## src/rtl/bf_pkg.sv

```systemverilog
// Shared definitions for the Bellman-Ford sequencing logic.
// Holds the run-state encoding and the default sizing constants used by
// bf_sequence_ctrl and its testbench.
package bf_pkg;

    typedef enum logic [1:0] {
        IDLE = 2'd0,
        RUN  = 2'd1,
        DONE = 2'd2
    } bf_seq_state_t;

    localparam int BF_STEPS    = 3;
    localparam int BF_PHASES   = 2;
    localparam int BF_MAX_ITER = 1500;
    localparam int BF_ITER_W   = 11;

endpackage

```

## src/rtl/bf_wrap_counter.sv

```systemverilog
// Wrapping up-counter used for the step and phase positions of a sweep.
// Counts 0..LIMIT-1 and wraps to 0; a clear has priority over counting.
// Ports:
//   clk     - rising-edge clock
//   rst_n   - asynchronous active-low reset
//   clr     - synchronous clear to 0 (priority over en)
//   en      - advance by one, wrapping after LIMIT-1
//   count   - current value
//   at_last - count equals LIMIT-1
module bf_wrap_counter #(
    parameter int WIDTH = 2,
    parameter int LIMIT = 3
) (
    input  logic             clk,
    input  logic             rst_n,
    input  logic             clr,
    input  logic             en,
    output logic [WIDTH-1:0] count,
    output logic             at_last
);

    localparam logic [WIDTH-1:0] LAST = WIDTH'(LIMIT - 1);

    assign at_last = (count == LAST);

    always_ff @(posedge clk or negedge rst_n) begin
        if (!rst_n) begin
            count <= '0;
        end else if (clr) begin
            count <= '0;
        end else if (en) begin
            count <= at_last ? '0 : count + WIDTH'(1);
        end
    end

endmodule

```

## src/rtl/bf_sequence_ctrl.sv

```systemverilog
// Step/phase/iteration sequencer for the Bellman-Ford relaxation array.
// Runs an IDLE -> RUN -> DONE state machine, walks step/phase positions
// with a one-cycle bubble after each sweep, counts relaxation iterations
// and stops on the iteration limit or on convergence.
// Ports:
//   clk, rst_global_n          - clock, asynchronous active-low reset
//   start                      - begin/restart a run (IDLE or DONE only)
//   read_enable_global         - read-back request, clears step/phase locally
//   stall                      - freeze step/phase for this cycle
//   iteration_done, no_update  - end-of-iteration strobe and its "no change" flag
//   step_counter, phase_counter- current sweep position
//   iteration_counter          - completed iterations (saturates at MAX_ITER)
//   pre_rollover_phase_counter - last step of last phase (combinational)
//   rollover_phase_counter     - registered copy of the above (bubble cycle)
//   busy, finish, done_pulse   - RUN level, DONE level, DONE entry strobe
//   converged                  - run ended on no_update
module bf_sequence_ctrl
    import bf_pkg::*;
#(
    parameter  int STEPS    = BF_STEPS,
    parameter  int PHASES   = BF_PHASES,
    parameter  int MAX_ITER = BF_MAX_ITER,
    parameter  int ITER_W   = BF_ITER_W,
    localparam int STEP_W   = $clog2(STEPS),
    localparam int PHASE_W  = (PHASES > 2) ? $clog2(PHASES) : 1
) (
    input  logic               clk,
    input  logic               rst_global_n,
    input  logic               start,
    input  logic               read_enable_global,
    input  logic               stall,
    input  logic               iteration_done,
    input  logic               no_update,
    output logic [STEP_W-1:0]  step_counter,
    output logic [PHASE_W-1:0] phase_counter,
    output logic [ITER_W-1:0]  iteration_counter,
    output logic               pre_rollover_phase_counter,
    output logic               rollover_phase_counter,
    output logic               busy,
    output logic               finish,
    output logic               done_pulse,
    output logic               converged
);

    localparam logic [ITER_W-1:0] ITER_LAST = ITER_W'(MAX_ITER - 1);
    localparam logic [ITER_W-1:0] ITER_FULL = ITER_W'(MAX_ITER);

    bf_seq_state_t state;
    bf_seq_state_t state_next;

    logic read_enable_global_q;
    logic lclr;
    logic run;
    logic enter_run;
    logic step_last;
    logic phase_last;
    logic step_clr;
    logic phase_clr;
    logic phase_en;
    logic done_cond;

    assign run  = (state == RUN);
    // Read-back holds the counters clear for the request cycle and the next.
    assign lclr = read_enable_global | read_enable_global_q;

    assign pre_rollover_phase_counter = run & step_last & phase_last & ~stall;

    // Outside RUN the position is pinned at 0, which also covers the clear
    // required when a run (re)starts.
    assign step_clr  = ~run | lclr | rollover_phase_counter;
    assign phase_clr = ~run | lclr | rollover_phase_counter | pre_rollover_phase_counter;
    assign phase_en  = step_last & ~stall;

    assign done_cond = run & iteration_done & (no_update | (iteration_counter == ITER_LAST));
    assign enter_run = ~run & (state_next == RUN);

    assign busy   = run;
    assign finish = (state == DONE);

    bf_wrap_counter #(
        .WIDTH (STEP_W),
        .LIMIT (STEPS)
    ) u_step (
        .clk     (clk),
        .rst_n   (rst_global_n),
        .clr     (step_clr),
        .en      (~stall),
        .count   (step_counter),
        .at_last (step_last)
    );

    bf_wrap_counter #(
        .WIDTH (PHASE_W),
        .LIMIT (PHASES)
    ) u_phase (
        .clk     (clk),
        .rst_n   (rst_global_n),
        .clr     (phase_clr),
        .en      (phase_en),
        .count   (phase_counter),
        .at_last (phase_last)
    );

    // Run state machine: start is only honoured outside RUN.
    always_comb begin
        state_next = state;
        unique case (state)
            IDLE: if (start)     state_next = RUN;
            RUN:  if (done_cond) state_next = DONE;
            DONE: if (start)     state_next = RUN;
            default:             state_next = IDLE;
        endcase
    end

    always_ff @(posedge clk or negedge rst_global_n) begin
        if (!rst_global_n) begin
            state                  <= IDLE;
            read_enable_global_q   <= 1'b0;
            rollover_phase_counter <= 1'b0;
            done_pulse             <= 1'b0;
        end else begin
            state                  <= state_next;
            read_enable_global_q   <= read_enable_global;
            rollover_phase_counter <= lclr ? 1'b0 : pre_rollover_phase_counter;
            done_pulse             <= run & (state_next == DONE);
        end
    end

    // Iteration count and convergence flag; stall and read-back do not apply.
    always_ff @(posedge clk or negedge rst_global_n) begin
        if (!rst_global_n) begin
            iteration_counter <= '0;
            converged         <= 1'b0;
        end else if (enter_run) begin
            iteration_counter <= '0;
            converged         <= 1'b0;
        end else begin
            if (run && iteration_done && (iteration_counter != ITER_FULL)) begin
                iteration_counter <= iteration_counter + ITER_W'(1);
            end
            if (done_cond && no_update) begin
                converged <= 1'b1;
            end
        end
    end

endmodule

```

## config.mk

```make
export PLATFORM = sky130hd
export DESIGN_NAME = bf_sequence_ctrl
export DESIGN_NICKNAME = d
export VERILOG_FILES = /design/src/rtl/bf_pkg.sv /design/src/rtl/bf_wrap_counter.sv /design/src/rtl/bf_sequence_ctrl.sv
export SDC_FILE = /design/constraint.sdc
export NUM_CORES = 1
export LEC_CHECK = 0
export ABC_CLOCK_PERIOD_IN_PS = 1900
export CORE_MARGIN = 2
export CORE_UTILIZATION = 35
export CTS_CLUSTER_SIZE = 14
export DETAILED_ROUTE_END_ITERATION = 7
export GPL_ROUTABILITY_DRIVEN = 0
export PLACE_DENSITY_LB_ADDON = 0.25
export SLEW_MARGIN = 10
export SYNTH_ARGS = -nofsm -noshare
export SYNTH_HDL_FRONTEND = slang
export SYNTH_SLANG_ARGS = --single-unit
```

## constraint.sdc

```tcl
create_clock -name clk -period 1.9 [get_ports clk]
set_clock_uncertainty 0.05 [all_clocks]
set_input_delay 0.57 -clock clk [delete_from_list [all_inputs] [get_ports clk]]
set_output_delay 0.57 -clock clk [all_outputs]
set_load 0.1 [all_outputs]
```

==> results of run 1 <==
repair_timing:
| item | 4_1_cts | 5_1_grt |
|---|---|---|
| buffers inserted | 5 | 1 |
| endpoints found under the hold margin | 0 | 0 |
| resized for setup | 6 | 1 |
| pin swaps | 2 | 1 |
| setup endpoints to repair | 2 | 2 |
routing by layer:
metal / vias up / routed length [um] / GRT usage
li1: 441 / - / -
met1: 441 / 1060 / 0.194
met2: 29 / 1170 / 0.245
met3: 2 / 101 / 0.0295
met4: 0 / 14 / 0.0465
met5: - / 0 / 0
final timing paths:
check	to	slack [ns]	cells after the start
min	rollover_phase_counter	0.41	1
max reg2reg	state[1]	0.43	4
max in group asynchronous	iteration_counter[1]	1.02	2
max	pre_rollover_phase_counter	-0.06	3
min reg2reg	rollover_phase_counter	0.41	1
min in group asynchronous	iteration_counter[7]	0.54	2
through the flow:
step                      setup TNS [ns]  worst slack, ns  instances  total power, mW   util
final                            -0.0583          -0.0583        172             1.80  0.608
after global routing              -0.122           -0.122        172             1.87  0.608
after CTS                        -0.0502          -0.0502        171             1.79  0.603
after detailed placement          -0.729           -0.386        162             1.44  0.569
after global placement            -0.552           -0.370        162             1.43  0.569
after floorplan                   -0.269           -0.269        100             1.09      -
worst register-to-register path: cells and delay by family, from the launching register on:
family	cells	cell delay (ns)
DFF	1	0.48
and+or+nand+nor	2	0.45
AOI/OAI and AO/OA	2	0.41
registers in the layout, indices dropped and copies added, names as in the netlist:
name and cells:
converged 1, done_pulse 1, iteration_counter 11, read_enable_global_q 1, rollover_phase_counter 1, state 2
u_phase.at_last 1, u_step.count 2
logic make-up after synthesis:
kind of cell,share of synthesized area
xor gates and xnor gates,0.0441
adders and majority gates,0.0252
AOI/OAI and AO/OA,0.0832
buffers and inverters,0.0189
muxes,0.0202
DFF,0.504
and+or+nand+nor,0.304
cells in the mapped netlist:
cell | n | area [um^2]
a21o_1 | 1 | 7.51
a21oi_1 | 3 | 15.0
a31oi_1 | 3 | 18.8
a41o_1 | 1 | 10.0
a41oi_1 | 1 | 8.76
and2_1 | 1 | 6.26
and2b_1 | 1 | 7.51
and3_1 | 2 | 12.5
and4_1 | 2 | 17.5
and4b_1 | 1 | 10.0
and4bb_2 | 1 | 12.5
clkbuf_1 | 1 | 3.75
dfrtp_1 | 20 | 500
ha_1 | 2 | 25.0
inv_1 | 4 | 15.0
mux2i_1 | 2 | 20.0
nand2_1 | 13 | 48.8
nand2b_1 | 1 | 6.26
nand3_1 | 3 | 15.0
nand3b_4 | 1 | 20.0
nand4_1 | 4 | 25.0
nor2_1 | 11 | 41.3
nor2b_1 | 4 | 25.0
nor3_1 | 3 | 15.0
nor3b_1 | 1 | 7.51
nor3b_2 | 1 | 12.5
nor4_1 | 3 | 18.8
o21ai_0 | 3 | 15.0
o31ai_1 | 1 | 7.51
xnor2_1 | 4 | 35.0
xor2_1 | 1 | 8.76
cells in the final DEF, fill, tap and decap left out, drive strengths merged, types with 3 or more instances in the layout:
cell type	netlist	routed
xnor2	4	4
a31oi	3	3
nor2	11	11
nor2b	4	4
a21oi	3	3
nand2	13	13
dfrtp	20	20
clkdlybuf4s50	0	5
o21ai	3	3
nor3	3	3
inv	4	4
nor4	3	3
clkbuf	1	3
nand3	3	3
nand4	4	4
buf	0	33
area by class of cell:
class / count / area (um^2)
clock buffer: 3 / 22.5
clock inverter: 1 / 30.0
sequential: 20 / 510
multi-input combinational: 75 / 499
fill: 208 / 1070
inverter: 4 / 15.0
timing repair buffer: 38 / 546
tap: 31 / 38.8
where the power goes:
| part | switching (mW) | internal (mW) | leakage (nW) |
|---|---|---|---|
| Sequential | 0.0756 | 0.482 | 0.259 |
| Clock | 0.133 | 0.213 | 0.0279 |
| Combinational | 0.559 | 0.335 | 0.454 |
| Total | 0.768 | 1.03 | 0.740 |
==> flow_metrics.py, run 1 <==
metrics = {
    "floorplan": {
        "row_count": 19,
        "die-area_um2": 3280,
        "fp.dieH_um": 57.2,
        "ios": 27,
        "start_util": 0.363,
        "core_um2": 2730,
        "die_w_um": 57.2,
    },
    "cts": {
        "cts_buffers": 3,
        "clkSinkCount": 20,
        "clkTransAtPathRegs_ns": 0.12,
        "cts_root_buf": "clkbuf_4",
        "clk_path_buf_depth": 2,
        "clock_latency_ns": 0.30,
        "cts_tree": "done",
        "ctsHtreeMaxLevel": 1,
        "holdBufCountCts": 0,
    },
    "timing": {
        "max_freq_mhz": 511,
        "period_share": 1.03,
        "hold_viol": 0,
        "min_period_ns": 1.96,
        "setup_violations": 1,
        "whs_ns": 0.408,
        "rsz0062_at_grt": "yes",
        "worst_pin_slew_ns": 0.344,
        "setup_ws_ns": -0.0583,
        "relSlewSlack": 0.768,
        "slew_violations": 0,
    },
    "synthesis": {
        "syn_nets": 109,
        "seq_area_frac_synth": 0.504,
        "syn_area_per_cell_um2": 9.92,
        "ys_ff_latch": 20,
        "syn_area_um2": 992,
        "postSynthCellCount": 100,
        "yosysWarnings": 0,
        "synth.distinct_cells": 31,
    },
    "pwr": {
        "ir_worst_vdd_mv": 0.713,
        "power_density_nw_per_um2": 1080,
        "leakage_nw": 0.740,
    },
    "setup_path": {
        "worstPathArrival_ns": 1.34,
        "crit_start": "u_step.count[0]",
        "cp-start-kind": "flip-flop",
        "cp_max_fo": 2,
        "reg2reg_from": "iteration_counter[8]",
        "crit_type": "flip-flop to output port",
        "crit_family": "flip-flops",
        "crit_chain": "nor3b_4, and3_4, buf_12",
        "crit_required_ns": 1.28,
        "critPathSlowestCell": "dfrtp_2",
        "crit_buf_inv": 1,
        "slowest_delay_ns": 0.44,
        "cp-end-kind": "output port",
    },
    "drt": {
        "drt-initial-drc-count": 25,
        "postRouteAntennaNets": 0,
        "vias": 913,
        "vias_per_cell": 5.31,
        "wire_per_inst_um": 13.7,
        "drcViolationCount": 0,
        "dr.pass1.iters": 4,
        "routed_wl_mm": 2.35,
    },
    "global_routing": {
        "antenna_found_initial": 0,
        "grt_pass1_vias": 842,
        "grt_usage": 0.147,
        "grt_pass1_wl_mm": 3.74,
        "grt_max_degree": 21,
        "grt_overflow_total": 0,
    },
    "worst_hold_path": {
        "holdCritPathClass": "flip-flop to flip-flop",
        "min_from": "read_enable_global_q",
    },
    "outcome": {
        "violations": "negative setup slack",
        "status": "finished with violations",
    },
    "job": {
        "cap_violations": 0,
    },
    "finish": {
        "drive_above_1_share": 0.369,
        "synthToLayoutAreaGrowth_pct": 67.5,
        "nNetsFinal": 151,
        "antenna_cells": 0,
        "fin_area_um2": 1660,
    },
    "placement": {
        "place_area_um2": 1560,
        "dp_hpwl_mm": 1.74,
        "port_buffers": 26,
    },
}
Power figures use the tool's default switching activity.
==> run 2, diff against run 1 <==
--- a/config.mk
+++ b/config.mk
@@ -6,11 +6,14 @@
 export NUM_CORES = 1
 export LEC_CHECK = 0
 export ABC_CLOCK_PERIOD_IN_PS = 1900
+export CAP_MARGIN = 20
 export CORE_MARGIN = 2
 export CORE_UTILIZATION = 35
+export CTS_CLUSTER_DIAMETER = 150
 export CTS_CLUSTER_SIZE = 14
 export DETAILED_ROUTE_END_ITERATION = 7
 export GPL_ROUTABILITY_DRIVEN = 0
+export HOLD_SLACK_MARGIN = 0.05
 export PLACE_DENSITY_LB_ADDON = 0.25
 export SLEW_MARGIN = 10
 export SYNTH_ARGS = -nofsm -noshare
==> results of run 2 <==
Final layout, timing and power as in run 1 (identical DEF).
